--- src/rtl/sprite_pkg.sv ---
// Shared types and constants for the sprite palette lookup block.
package sprite_pkg;

  localparam int CH_W_DEFAULT = 4;

  typedef struct packed {
    logic [CH_W_DEFAULT-1:0] r;
    logic [CH_W_DEFAULT-1:0] g;
    logic [CH_W_DEFAULT-1:0] b;
  } rgb_t;

  localparam logic [3*CH_W_DEFAULT-1:0] TRANS_KEY_DEFAULT = 12'hF0F;
  localparam rgb_t DEFAULT_BLACK = '{r: '0, g: '0, b: '0};

  typedef enum logic {INIT, RUN} lut_state_t;

endpackage

--- src/rtl/sprite_palette_lut_if.sv ---
// Pixel, palette-write and bank-control signals between the sprite path and the LUT.
interface sprite_palette_lut_if #(
  parameter int IDX_W = 4,
  parameter int CH_W  = 4
);
  logic               pix_valid_in;
  logic [IDX_W-1:0]   pix_index;
  logic               pix_valid_out;
  logic [CH_W-1:0]    red;
  logic [CH_W-1:0]    green;
  logic [CH_W-1:0]    blue;
  logic               transparent;
  logic               wr_en;
  logic               wr_bank;
  logic [IDX_W-1:0]   wr_addr;
  logic [3*CH_W-1:0]  wr_data;
  logic               wr_ready;
  logic               swap_req;
  logic               frame_start;
  logic               active_bank;
  logic               cyc_en;

  modport master (
    output pix_valid_in, pix_index, wr_en, wr_bank, wr_addr, wr_data,
           swap_req, frame_start, cyc_en,
    input  pix_valid_out, red, green, blue, transparent, wr_ready, active_bank
  );

  modport slave (
    input  pix_valid_in, pix_index, wr_en, wr_bank, wr_addr, wr_data,
           swap_req, frame_start, cyc_en,
    output pix_valid_out, red, green, blue, transparent, wr_ready, active_bank
  );
endinterface

--- src/rtl/palette_bank_ram.sv ---
// Simple dual-port palette storage: one synchronous write port, one registered read port.
module palette_bank_ram #(
  parameter int AW = 5,
  parameter int DW = 12
) (
  input  logic          clk,
  input  logic          we,
  input  logic [AW-1:0] waddr,
  input  logic [DW-1:0] wdata,
  input  logic [AW-1:0] raddr,
  output logic [DW-1:0] rdata
);

  logic [DW-1:0] mem [2**AW];

  // NOTE: storage has no reset so it maps onto RAM macros; the INIT sweep fills it instead.
  // NOTE: non-blocking assignments make a same-address read return the pre-write word.
  always_ff @(posedge clk) begin
    if (we) mem[waddr] <= wdata;
    rdata <= mem[raddr];
  end

endmodule

--- src/rtl/sprite_palette_lut.sv ---
// Double-buffered sprite palette LUT with a 2-cycle lookup and transparency-key detect.
// Optional colour cycling over CYC_LO..CYC_HI is built when PALETTE_CYCLE_EN is defined.
module sprite_palette_lut
  import sprite_pkg::*;
#(
  parameter int                IDX_W     = 4,
  parameter int                CH_W      = CH_W_DEFAULT,
  parameter logic [3*CH_W-1:0] TRANS_KEY = TRANS_KEY_DEFAULT,
  parameter int                CYC_LO    = 2,
  parameter int                CYC_HI    = 5
) (
  input logic                 Clk,
  input logic                 Reset_n,
  sprite_palette_lut_if.slave bus
);

  localparam int AW    = IDX_W + 1;
  localparam int RGB_W = 3 * CH_W;

  lut_state_t       state_q, state_d;
  logic [AW-1:0]    init_cnt_q, init_cnt_d;
  logic             active_bank_q, active_bank_d;
  logic             swap_pending_q, swap_pending_d;
  logic             ram_we;
  logic [AW-1:0]    ram_waddr;
  logic [RGB_W-1:0] ram_wdata, ram_rdata;
  logic [IDX_W-1:0] eff_index;
  logic             s1_valid_q, s1_init_q, s2_valid_q;
  logic [RGB_W-1:0] s2_rgb_q, s2_rgb_d;
  logic             s2_trans_q, s2_trans_d;

  always_ff @(posedge Clk or negedge Reset_n) begin
    if (!Reset_n) begin
      state_q        <= INIT;
      init_cnt_q     <= '0;
      active_bank_q  <= 1'b0;
      swap_pending_q <= 1'b0;
    end else begin
      state_q        <= state_d;
      init_cnt_q     <= init_cnt_d;
      active_bank_q  <= active_bank_d;
      swap_pending_q <= swap_pending_d;
    end
  end

  // NOTE: every always_comb output gets a default first so no latch can be inferred.
  always_comb begin
    state_d    = state_q;
    init_cnt_d = init_cnt_q;
    ram_we     = 1'b0;
    ram_waddr  = {bus.wr_bank, bus.wr_addr};
    ram_wdata  = bus.wr_data;
    case (state_q)
      INIT: begin
        // Sweep bank:addr; entry 0 of each bank is black, the rest transparent.
        ram_we     = 1'b1;
        ram_waddr  = init_cnt_q;
        ram_wdata  = (init_cnt_q[IDX_W-1:0] == '0) ? RGB_W'(DEFAULT_BLACK) : TRANS_KEY;
        init_cnt_d = init_cnt_q + AW'(1);
        if (&init_cnt_q) state_d = RUN;
      end
      RUN:     ram_we = bus.wr_en;
      default: state_d = INIT;
    endcase
  end

  // Swap requests collapse into one pending flag, consumed at the next frame start.
  always_comb begin
    swap_pending_d = swap_pending_q | bus.swap_req;
    active_bank_d  = active_bank_q;
    if (bus.frame_start && swap_pending_d) begin
      active_bank_d  = ~active_bank_q;
      swap_pending_d = 1'b0;
    end
  end

`ifdef PALETTE_CYCLE_EN
  localparam int SPAN  = CYC_HI - CYC_LO + 1;
  localparam int OFF_W = (SPAN > 1) ? $clog2(SPAN) : 1;

  logic [OFF_W-1:0] cyc_off_q;
  logic [AW-1:0]    cyc_rel;

  always_ff @(posedge Clk or negedge Reset_n) begin
    if (!Reset_n) begin
      cyc_off_q <= '0;
    end else if (state_q == RUN && bus.frame_start && bus.cyc_en) begin
      cyc_off_q <= (cyc_off_q == OFF_W'(SPAN - 1)) ? '0 : cyc_off_q + OFF_W'(1);
    end
  end

  // Rotate within the cycling range using compare-and-subtract instead of a modulo.
  always_comb begin
    eff_index = bus.pix_index;
    cyc_rel   = '0;
    if (bus.pix_index >= IDX_W'(CYC_LO) && bus.pix_index <= IDX_W'(CYC_HI)) begin
      cyc_rel = AW'(bus.pix_index - IDX_W'(CYC_LO)) + AW'(cyc_off_q);
      if (cyc_rel >= AW'(SPAN)) cyc_rel = cyc_rel - AW'(SPAN);
      eff_index = IDX_W'(CYC_LO) + cyc_rel[IDX_W-1:0];
    end
  end
`else
  logic unused_cyc;
  assign unused_cyc = bus.cyc_en & (CYC_HI > CYC_LO);
  assign eff_index  = bus.pix_index;
`endif

  palette_bank_ram #(.AW(AW), .DW(RGB_W)) u_ram (
    .clk   (Clk),
    .we    (ram_we),
    .waddr (ram_waddr),
    .wdata (ram_wdata),
    .raddr ({active_bank_q, eff_index}),
    .rdata (ram_rdata)
  );

  // Pixels read while INIT is still sweeping are reported as transparent black.
  always_comb begin
    s2_trans_d = s1_init_q || (ram_rdata == TRANS_KEY);
    s2_rgb_d   = s2_trans_d ? '0 : ram_rdata;
  end

  always_ff @(posedge Clk or negedge Reset_n) begin
    if (!Reset_n) begin
      s1_valid_q <= 1'b0;
      s1_init_q  <= 1'b1;
      s2_valid_q <= 1'b0;
      s2_rgb_q   <= '0;
      s2_trans_q <= 1'b1;
    end else begin
      s1_valid_q <= bus.pix_valid_in;
      s1_init_q  <= (state_q == INIT);
      s2_valid_q <= s1_valid_q;
      s2_rgb_q   <= s2_rgb_d;
      s2_trans_q <= s2_trans_d;
    end
  end

  assign bus.pix_valid_out = s2_valid_q;
  assign bus.red           = s2_rgb_q[RGB_W-1 -: CH_W];
  assign bus.green         = s2_rgb_q[2*CH_W-1 -: CH_W];
  assign bus.blue          = s2_rgb_q[CH_W-1:0];
  assign bus.transparent   = s2_trans_q;
  assign bus.wr_ready      = (state_q == RUN);
  assign bus.active_bank   = active_bank_q;

endmodule

--- src/flat_wrapper.sv ---
// flat-port wrapper written by rule: the top's interface ports become plain ports
module sprite_palette_lut_flat import sprite_pkg::*;
#(
  parameter int                IDX_W     = 4,
  parameter int                CH_W      = CH_W_DEFAULT,
  parameter logic [3*CH_W-1:0] TRANS_KEY = TRANS_KEY_DEFAULT,
  parameter int                CYC_LO    = 2,
  parameter int                CYC_HI    = 5
)
  (Clk, Reset_n, bus_pix_valid_in, bus_pix_index, bus_wr_en, bus_wr_bank, bus_wr_addr, bus_wr_data, bus_swap_req, bus_frame_start, bus_cyc_en, bus_pix_valid_out, bus_red, bus_green, bus_blue, bus_transparent, bus_wr_ready, bus_active_bank);
  sprite_palette_lut_if #(.IDX_W(IDX_W), .CH_W(CH_W)) bus_i ();
  input logic Clk;
  input logic Reset_n;
  input wire logic [$bits(bus_i.pix_valid_in)-1:0] bus_pix_valid_in;
  input wire logic [$bits(bus_i.pix_index)-1:0] bus_pix_index;
  input wire logic [$bits(bus_i.wr_en)-1:0] bus_wr_en;
  input wire logic [$bits(bus_i.wr_bank)-1:0] bus_wr_bank;
  input wire logic [$bits(bus_i.wr_addr)-1:0] bus_wr_addr;
  input wire logic [$bits(bus_i.wr_data)-1:0] bus_wr_data;
  input wire logic [$bits(bus_i.swap_req)-1:0] bus_swap_req;
  input wire logic [$bits(bus_i.frame_start)-1:0] bus_frame_start;
  input wire logic [$bits(bus_i.cyc_en)-1:0] bus_cyc_en;
  output wire logic [$bits(bus_i.pix_valid_out)-1:0] bus_pix_valid_out;
  output wire logic [$bits(bus_i.red)-1:0] bus_red;
  output wire logic [$bits(bus_i.green)-1:0] bus_green;
  output wire logic [$bits(bus_i.blue)-1:0] bus_blue;
  output wire logic [$bits(bus_i.transparent)-1:0] bus_transparent;
  output wire logic [$bits(bus_i.wr_ready)-1:0] bus_wr_ready;
  output wire logic [$bits(bus_i.active_bank)-1:0] bus_active_bank;
  assign bus_i.pix_valid_in = bus_pix_valid_in;
  assign bus_i.pix_index = bus_pix_index;
  assign bus_i.wr_en = bus_wr_en;
  assign bus_i.wr_bank = bus_wr_bank;
  assign bus_i.wr_addr = bus_wr_addr;
  assign bus_i.wr_data = bus_wr_data;
  assign bus_i.swap_req = bus_swap_req;
  assign bus_i.frame_start = bus_frame_start;
  assign bus_i.cyc_en = bus_cyc_en;
  assign bus_pix_valid_out = bus_i.pix_valid_out;
  assign bus_red = bus_i.red;
  assign bus_green = bus_i.green;
  assign bus_blue = bus_i.blue;
  assign bus_transparent = bus_i.transparent;
  assign bus_wr_ready = bus_i.wr_ready;
  assign bus_active_bank = bus_i.active_bank;
  sprite_palette_lut #(.IDX_W(IDX_W), .CH_W(CH_W), .TRANS_KEY(TRANS_KEY), .CYC_LO(CYC_LO), .CYC_HI(CYC_HI)) u_core (.Clk(Clk), .Reset_n(Reset_n), .bus(bus_i));
endmodule
--- config.mk ---
export PLATFORM = sky130hd
export DESIGN_NAME = sprite_palette_lut_flat
export DESIGN_NICKNAME = d
export VERILOG_FILES = /design/src/rtl/sprite_pkg.sv /design/src/rtl/sprite_palette_lut_if.sv /design/src/rtl/palette_bank_ram.sv /design/src/rtl/sprite_palette_lut.sv /design/src/flat_wrapper.sv
export SDC_FILE = /design/constraint.sdc
export NUM_CORES = 1
export LEC_CHECK = 0
export CAP_MARGIN = 20
export CORE_MARGIN = 2
export CORE_UTILIZATION = 50
export DETAILED_ROUTE_END_ITERATION = 8
export DONT_BUFFER_PORTS = 1
export GPL_TIMING_DRIVEN = 1
export PLACE_DENSITY_LB_ADDON = 0.05
export SYNTH_ARGS = -nofsm -noshare
export SYNTH_HDL_FRONTEND = slang
export SYNTH_SLANG_ARGS = --single-unit
--- constraint.sdc ---
create_clock -name Clk -period 4.2 [get_ports Clk]
set_input_delay 0.84 -clock Clk [delete_from_list [all_inputs] [get_ports Clk]]
set_output_delay 0.84 -clock Clk [all_outputs]
set_load 0.02 [all_outputs]
**Yosys cells after proc, flatten, opt, wreduce, memory -nomap -nowiden**

Memory sizes are Yosys's and may differ from the RTL's. A register that Yosys moved wholly into a read port is not among the register bits.
Index checks and enable logic that the tools add are counted.

- Register bits after elaboration: 24
- Bits in latches: 0
- Bits in writable memories: 384
- Bits in read-only memories: 0
- Input port bits: 28
- Output and inout bits: 16
- Word-level logic and storage cells: 29
- Memories: 1

Memories:

| name | words | width | rd ports | clocked after memory_dff | write ports | RTL line | source |
|---|---|---|---|---|---|---|---|
| u_core.u_ram.mem | 32 | 12 | 1 | 1 | 1 | palette_bank_ram.sv:14 | `logic [DW-1:0] mem [2**AW];` |

- Add/subtract/negate cells: 1
- Multiply operators: 0
- Div/mod/pow operators: 0
- Order comparisons: 0
- Equal/unequal tests: 1
- Shift operators: 0
- Muxes and demuxes: 10
- Bitwise gates (word level): 3
- Reduce and logical (&&, ||, !) cells: 4

Operator list:

| operator | number |
|---|---|
| 12-bit 2-to-1 mux | 3 |
| 12-bit == test (second input constant) | 1 |
| 5-bit by 1-bit adder with 5-bit output (second input constant) | 1 |
| 1-bit 2-to-1 mux | 5 |
| 5-bit 2-to-1 mux | 1 |
| 5-bit AND reduction | 1 |
| 4-bit logical NOT | 1 |
| 1-bit inverter | 2 |
| 1-bit one-hot mux with 2 select lines | 1 |
| 1-bit logical AND | 1 |
| 1-bit logical OR | 1 |
| 1-bit bitwise OR | 1 |

**Logic depth before layout (Yosys ltp)**

Gate-level depths: netlist (run 1).

- Depth in word-level cells: 4
- Mapped depth: 8
- Gate-level depth less buffers: 5

**By module**

Synthesis (run 1) repeated with hierarchy kept, for this count alone.

- Cell total of the unflattened synthesis: 972
- Area total of the unflattened synthesis: 16,657.2 um^2

By module, submodules not included:

| module | times used | cells an instance | area each (um^2) | sequential area each (um^2) |
|---|---|---|---|---|
| palette_bank_ram | 1 | 868 | 15,468.6 | 11,771.3 |
| sprite_palette_lut | 1 | 104 | 1,188.6 | 603.1 |

**Worst setup path before layout (run 1)**

OpenSTA, ideal clock, no wires.

- Kind: input to register
- From: in bus_wr_addr[3]
- To: mem u_core.u_ram.mem[11][0], enable pin
- Setup time: 0.380 ns
- Arrival: 1.860 ns
- Data required time: 3.820 ns
- Slack: 1.960 ns
- Cell stages on the path: 4
- Path buffers: 0
- Path through: inv_1 -> o32ai_1 -> nand2_1 -> nor2_1

- Word-level cells in the longest chain between the ends: 1

RTL lines:

| item | RTL line | source |
|---|---|---|
| start, declared | flat_wrapper.sv:18 | `input wire logic [$bits(bus_i.wr_addr)-1:0] bus_wr_addr;` |
| 5-bit 2-to-1 mux | sprite_palette_lut.sv:53 | `case (state_q)` |
| end, declared | palette_bank_ram.sv:14 |  |

Every way passes these cells.

**Worst setup path in the final report (run 1)**

- From: reg u_core.state_q (netlist: u_core.bus.wr_ready)
- To: mem u_core.u_ram.mem[13][5], enable pin

- Word-level cells in the longest chain between the ends: 4
- Elaborated cells on any way between the ends: 5
- Classes of those cells: 4 x mux; 1 x bitwise

RTL lines:

| item | RTL line | source |
|---|---|---|
| start, declared | sprite_palette_lut.sv:20 | `lut_state_t state_q, state_d;` |
| start signal, assigned | sprite_palette_lut.sv:39 | `state_q <= state_d;` |
| 1-bit inverter | sprite_palette_lut.sv:53 |  |
| 1-bit one-hot mux with 2 select lines | sprite_palette_lut.sv:53 |  |
| 1-bit 2-to-1 mux | palette_bank_ram.sv:19 | `if (we) mem[waddr] <= wdata;` |
| 1-bit 2-to-1 mux (not written as such) | palette_bank_ram.sv:19 |  |

Parallel ways exist; a longest one is shown, timed or not.

==> results by group, run 1 <==
Place
  – Post-DP HPWL: 22.39 mm
  – Final Wtd Congestion: roughly 0.81
  – I/O Buffers: 0

STA
  – Slew headroom: 24.34%
  – Slew Limit Fails: 0
  – Clock Skew: 0.01512 ns
  – Max frequency: 352.2 MHz
  – RSZ-0062 raised after global routing: false
  – Final TNS setup: 0 ns
  – Setup violations, final: 0
  – Post-layout min period: 2.839 ns
  – Final Hold Fails: 0
  – Worst-Margin Slew: 1.131 ns
  – Fin crit share: between 60 and 70%

Die
  – Io pins: 44
  – Die area: 34520 sq um
  – Die Ht: about 190 um
  – Row cnt: 66
  – Starting Density: ~50%
  – Core area: 32540 sq um
  – Die W: 185.8 um

Pwr
  – Leak pwr: 0.006678 uW
  – VDD IR-drop max: 301.8 uV
  – Sw Share: between 20% and 30%
  – Combinational share of power: 6.6%
  – Clock power share: 41.0%
  – Int Pwr: 7234 uW
  – Psw: about 2000 uW
  – Power density over the cells: 498.1 nW/um^2
  – Seq pwr share: 52.4%

Global route
  – Grt total ovfl: 0
  – Largest net degree at the start of global routing: approximately 190
  – Initial antenna violation count: 0
  – First-pass GRT wire length: 54.60 mm
  – GRT Total Usage: 22.16%
  – Vias in the first global route: just under 9000

Synthesis
  – Most frequent cell after synthesis: edfxtp_1
  – Post-synthesis sequential area ratio: 74.89%
  – Primary FF master, synth: edfxtp_1
  – Syn avg cell area: 17.12 sq um
  – Synth cell count leaders: edfxtp_1 (384), mux2i_1 (192), a22oi_1 (48)
  – Synth async-reset ratio: under 10%
  – Number of synthesized flops with an enable pin: between 300 and 400
  – Yosys top cell area share: 69.79%
  – Synth Register Bits: 420
  – Post-synthesis net count: ~1000
  – Syn Std Cell Area: 16520 sq um
  – Largest area contributor in the netlist: edfxtp_1
  – Yosys Warn Count: 0
  – Synth top area cells: edfxtp_1 (70%), mux2i_1 (12%), dfrtp_1 (3.3%), a22oi_1 (2.2%), dfxtp_1 (1.5%)
  – Synth cell types: 37
  – Gate Count Post-Synth: 965

Worst hold path
  – Min-Delay Path Class: in2async

Drt
  – Residual DRC count: 0
  – Post-DRT Antenna Nets: 0
  – Via count: 8569
  – Vias per cell: 5.747
  – Initial DRC count: 674
  – Detailed Routing Iterations Pass 1: 5
  – Average routed wire per standard cell: ~25 um
  – Final wirelength: 37.42 mm

Clocking
  – Clock slew at reported path FFs: ~0.06 ns
  – TritonCTS Buffers: between 40 and 50
  – Sink Count: 420
  – H-tree levels: 2
  – Skew-Pair Late Insertion Delay: 0.54 ns
  – Post-cts resize count: 0
  – CTS tree: built
  – CTS root buffer: clkbuf_16
  – CTS max path bufs: 3

Run status
  – Outcome: finished, final reports clean

Layout
  – Layout cells sized above 1: 12.11%
  – Final-stage net count: between 1000 and 1500
  – P&R area growth vs syn: 12.71%
  – Core Util, Final: 57.24%
  – Fillers: 2555
  – Diodes inserted: 0

Worst setup path
  – WP data arrival: just under 3 ns
  – CP max FO: 18
  – Required @ worst endpoint: 4.35 ns
  – Critical path class: reg2reg
  – Setup crit start kind: flop
  – CP Capture Type: flop

Run
  – Max Cap Violations: 0
## stage by stage
stage / hold slack, ns / instance area [sq um] / setup slack, ns / instances / total power (uW)
after global routing: 0.1115 / 18620 / 1.211 / 1491 / 9562
after detailed placement: 0.3426 / 17080 / 1.429 / 1405 / 5539
final: 0.1187 / 18620 / 1.361 / 1491 / 9275
after CTS: 0.1110 / 18540 / 1.409 / 1486 / 9332
after global placement: 0.3460 / 17010 / 1.575 / 1402 / 5521
after floorplan: 0.3312 / 16520 / 1.960 / 965 / 5345
## repair_timing
item / 4_1_cts / 5_1_grt
hold buffers: 1 / 0
hold endpoints to repair: 22 / 0
setup buffers: 0 / 0
## layer usage
layer	GRT usage, %	up-vias	part of all wire (%)
met2	38.04	265	50
li1	-	3893	-
met4	6.299	0	2.7
met5	0	-	0
met1	29.15	4341	42
met3	3.835	70	5.5
## state kept, by name, summed over array words and instances (netlist names)
name / flops
u_core.s1_valid_q: 1
u_core.swap_pending_q: 1
u_core.init_cnt_q: 5
u_core.bus.active_bank: 1
u_core.bus.transparent: 1
u_core.u_ram.rdata: 12
u_core.s1_init_q: 1
u_core.bus.pix_valid_out: 1
u_core.u_ram.mem: 384
u_core.s2_rgb_q: 12
u_core.bus.wr_ready: 1
## worst max-delay path, stage by stage, from the launching register on
cell and delay, ns:
dfrtp_1 0.72, inv_1 0.25, o32ai_1 0.38, nand2_1 0.20, nor2_1 0.89
## final cells by class
type / instances / area (sq um) / share of cell area (%)
flip-flops and latches: 420 / 12370 / 66.45
inverters: 7 / 26.28 / 0.1411
multi-input cells: 487 / 3702 / 19.88
well taps: 442 / 553.0 / 2.970
clock buffers: 59 / 1240 / 6.658
clock inverters: 21 / 193.9 / 1.041
repair buffers: 55 / 533.0 / 2.862
## power by group through the flow
stage,Combinational (uW),Sequential [uW],Clock (uW)
after CTS,606,4860,3870
after global routing,659,4870,4030
after global placement,577,4940,0
after floorplan,443,4900,0
final,612,4860,3810
after detailed placement,596,4940,0
## layout by cell type, fill, tap and decap left out, types with 6 or more instances in the layout
cell type,count
a21o_1,9
a21oi_1,26
a22o_1,25
a22oi_1,48
a31oi_1,14
and2_1,12
buf_4,47
clkbuf_1,9
clkbuf_16,46
clkinv_1,9
clkinv_2,8
dfrtp_1,22
dfxtp_1,12
edfxtp_1,384
inv_1,7
mux2i_1,192
nand2_1,38
nand3_1,26
nand4_1,12
nor2_1,38
nor2b_1,6
nor3_1,15
## final timing paths
check	slack [ns]	cells after the start	endpoint	startpoint
hold reg to reg	0.35	0	u_core.bus.pix_valid_out	u_core.s1_valid_q
max in group asynchronous	3.92	1	u_core.s2_rgb_q[11]	Reset_n
min in group Clk	0.33	0	u_core.s1_valid_q	bus_pix_valid_in
hold / removal	0.12	1	u_core.init_cnt_q[3]	Reset_n
setup reg to reg	1.36	4	u_core.u_ram.mem[13][5]	u_core.bus.wr_ready
setup / recovery	1.36	4	u_core.u_ram.mem[13][5]	u_core.bus.wr_ready
## cells by family (layout without fill, tap and decap cells)
| logic type | Yosys count | count (layout) | share of synthesized area, % |
|---|---|---|---|
| flip-flops | 420 | 420 | 74.89 |
| adder cells (fa/ha/maj) | 3 | 3 | 0.2272 |
| AND/OR/NAND/NOR | 157 | 157 | 4.483 |
| AO/OA/AOI/OAI | 129 | 129 | 5.573 |
| buffers and inverters | 58 | 142 | 2.847 |
| XOR/XNOR | 4 | 4 | 0.2120 |
| multiplexers | 194 | 194 | 11.77 |
(Power assumes the default switching activity.)
==> inputs of run 2 (changes only) <==
==> constraint.sdc (replaced) <==
create_clock -name Clk -period 2.4 [get_ports Clk]
set_input_delay 0.48 -clock Clk [delete_from_list [all_inputs] [get_ports Clk]]
set_output_delay 0.48 -clock Clk [all_outputs]
set_load 0.02 [all_outputs]
==> results by group, run 2 (synthesized netlist as in run 1, its figures left out) <==
Global route
  – GRT Total Usage: 22.27% (was 22.16%)
  – Initial antenna violation count: 0 (unchanged)
  – Vias in the first global route: 8644 (was 8710)
  – First-pass GRT wire length: 54.39 mm (was 54.60 mm)
  – Largest net degree at the start of global routing: 193 (unchanged)
  – Grt total ovfl: 0 (unchanged)

Die
  – Die W: 185.8 um (unchanged)
  – Row cnt: 66 (unchanged)
  – Die area: 34520 sq um (unchanged)
  – Io pins: 44 (unchanged)
  – Die Ht: 185.8 um (unchanged)
  – Starting Density: 50.78% (unchanged)
  – Core area: 32540 sq um (unchanged)

Pwr
  – Final Power: 16210 uW (was 9275 uW)
  – Seq pwr share: 52.2% (was 52.4%)
  – VDD IR-drop max: 617.6 uV (was 301.8 uV)
  – Psw: 3555 uW (was 2041 uW)
  – Leak pwr: 0.006701 uW (was 0.006678 uW)
  – Power density over the cells: 868.4 nW/um^2 (was 498.1 nW/um^2)
  – Combinational share of power: 6.8% (was 6.6%)
  – Clock power share: 40.9% (was 41.0%)
  – Sw Share: 21.93% (was 22.00%)
  – Int Pwr: 12650 uW (was 7234 uW)

Clocking
  – TritonCTS Buffers: 44 (unchanged)
  – Post-cts resize count: 0 (unchanged)
  – CTS root buffer: clkbuf_16 (unchanged)
  – CTS max path bufs: 3 (unchanged)
  – Skew-Pair Late Insertion Delay: 0.54 ns (about the same)
  – Clock slew at reported path FFs: 0.06 ns (about the same)
  – CTS tree: built (unchanged)
  – Sink Count: 420 (unchanged)
  – H-tree levels: 2 (unchanged)

Layout
  – Layout cells sized above 1: 12.49% (was 12.11%)
  – Max reg flops: 384 (unchanged)
  – Biggest regs: u_core.u_ram.mem: 384 flops, u_core.s2_rgb_q: 12 flops, u_core.u_ram.rdata: 12 flops (unchanged)
  – P&R area growth vs syn: 12.96% (was 12.71%)
  – Commonest cells after routing, fill and taps aside: edfxtp_1 (384), mux2i_1 (192), buf_4 (53) (was edfxtp_1 (384), mux2i_1 (192), a22oi_1 (48))
  – Diodes inserted: 0 (unchanged)
  – Reg with most FFs: u_core.u_ram.mem (unchanged)
  – Final-stage net count: 1055 (was 1046)
  – Most common cell after layout, fill and taps aside: edfxtp_1 (unchanged)
  – Design area: 18670 sq um (was 18620 sq um)
  – Core Util, Final: 57.37% (was 57.24%)

Drt
  – Detailed Routing Iterations Pass 1: 6 (was 5)
  – Post-DRT Antenna Nets: 0 (unchanged)
  – Vias per cell: 5.621 (was 5.747)
  – Via count: 8426 (was 8569)
  – Residual DRC count: 0 (unchanged)
  – Final wirelength: 37.26 mm (was 37.42 mm)
  – Average routed wire per standard cell: 24.86 um (was 25.10 um)
  – Initial DRC count: 723 (was 674)

STA
  – Clock Skew: 0.01969 ns (was 0.01512 ns)
  – Max frequency: 487.0 MHz (was 352.2 MHz)
  – Setup violations, final: 0 (unchanged)
  – Final Hold Fails: 0 (unchanged)
  – Worst-Margin Slew: 0.6806 ns (was 1.131 ns)
  – Fin crit share: 85.57% (was 67.60%)
  – Slew Limit Fails: 0 (unchanged)
  – Slew headroom: 54.57% (was 24.34%)
  – Final TNS setup: 0 ns (unchanged)
  – Post-layout min period: 2.054 ns (was 2.839 ns)
  – RSZ-0062 raised after global routing: false (unchanged)

Place
  – Dpl cell area: 17190 sq um (was 17080 sq um)
  – I/O Buffers: 0 (unchanged)
  – Post-DP HPWL: 22.08 mm (was 22.39 mm)
  – Final Wtd Congestion: 0.7774 (was 0.8101)

Worst setup path
  – Crit-path cells: buf_4, a21oi_1, nand2_1, nor2_1, buf_4 (was inv_1, o32ai_1, nand2_1, nor2_1)
  – CP max stage cell: dfrtp_1 (was nor2_1)
  – Critical path class: reg2reg (unchanged)
  – CP max FO: 12 (was 18)
  – Setup crit start kind: flop (unchanged)
  – CP peak stage delay: 0.47 ns (was 0.89 ns)
  – CP Capture Type: flop (unchanged)
  – Most numerous cell on the critical path: buf_4
  – Required @ worst endpoint: 2.63 ns (was 4.35 ns)
  – Worst R2R Start: u_core.bus.wr_ready (unchanged)
  – Crit path from: u_core.bus.wr_ready (unchanged)
  – WP data arrival: 2.28 ns (was 2.98 ns)

Worst hold path
  – HP Start: bus_swap_req
  – Min-Delay Path Class: in2reg (was in2async)

Run
  – Max Cap Violations: 0 (unchanged)

Run status
  – Outcome: finished, final reports clean (unchanged)
run 2: cell count changes in the layout (fill, tap and decap cells not counted), sizes merged:
cell         change
dlygate4sd3      +3
buf              +6
clkbuf           +6
clkinv           -7
run 2: critical path: cells and delay by family, from the launching register on:
family | cells | cell delay (ns)
AOI/OAI and AO/OA | 1 | 0.32
and+or+nand+nor | 2 | 0.45
DFF | 1 | 0.47
buffers and inverters | 2 | 0.49
run 2: power groups by stage:
stage | sequential, uW | clock, uW | combinational, uW
finish | 8460 | 6640 | 1110
global route | 8490 | 7110 | 1200
CTS | 8470 | 6810 | 1110
detailed placement | 8620 | 0 | 1090
global placement | 8610 | 0 | 1080
floorplan | 8580 | 0 | 775
run 2: metal layers:
| layer | global-route usage [%] | wire length [um] | vias to the layer above |
|---|---|---|---|
| li1 | - | - | 3898 |
| met1 | 28.71 | 15310 | 4225 |
| met2 | 38.11 | 18790 | 238 |
| met3 | 4.461 | 2165 | 65 |
| met4 | 6.992 | 1001 | 0 |
| met5 | 0 | 0 | - |
run 2: stage by stage:
step,instances,hold slack [ns],setup WS (ns)
2_1_floorplan,965,0.1844,0.2668
3_3_place_gp,1416,0.1851,0.4226
6_report,1499,0.08047,0.3464
5_1_grt,1499,0.1028,0.1864
4_1_cts,1499,0.06788,0.3578
3_5_place_dp,1416,0.1851,0.3733
run 2: final timing paths:
check                                                 to  slack, ns  cells past startpoint
worst max-delay path             u_core.u_ram.mem[19][2]       0.35                      5
worst min-delay path               u_core.swap_pending_q       0.08                      2
worst max register to register   u_core.u_ram.mem[19][2]       0.35                      5
worst min register to register  u_core.bus.pix_valid_out       0.36                      0
max in group asynchronous         u_core.bus.transparent       1.72                      2
min in group asynchronous           u_core.init_cnt_q[3]       0.45                      2
run 2: repair_timing:
item | CTS | global route
hold buffers | 4 | 0
buffers inserted | 0 | 0
hold endpoints to repair | 26 | 0
run 2: layout make-up:
type	count	area (sq um)
Multi-Input combinational cell	487	3702
Tap cell	442	553.0
Sequential cell	420	12370
Clock inverter	14	170.2
Clock buffer	65	1251
Inverter	7	26.28
Fill cell	2530	13870
Timing Repair Buffer	64	588.1
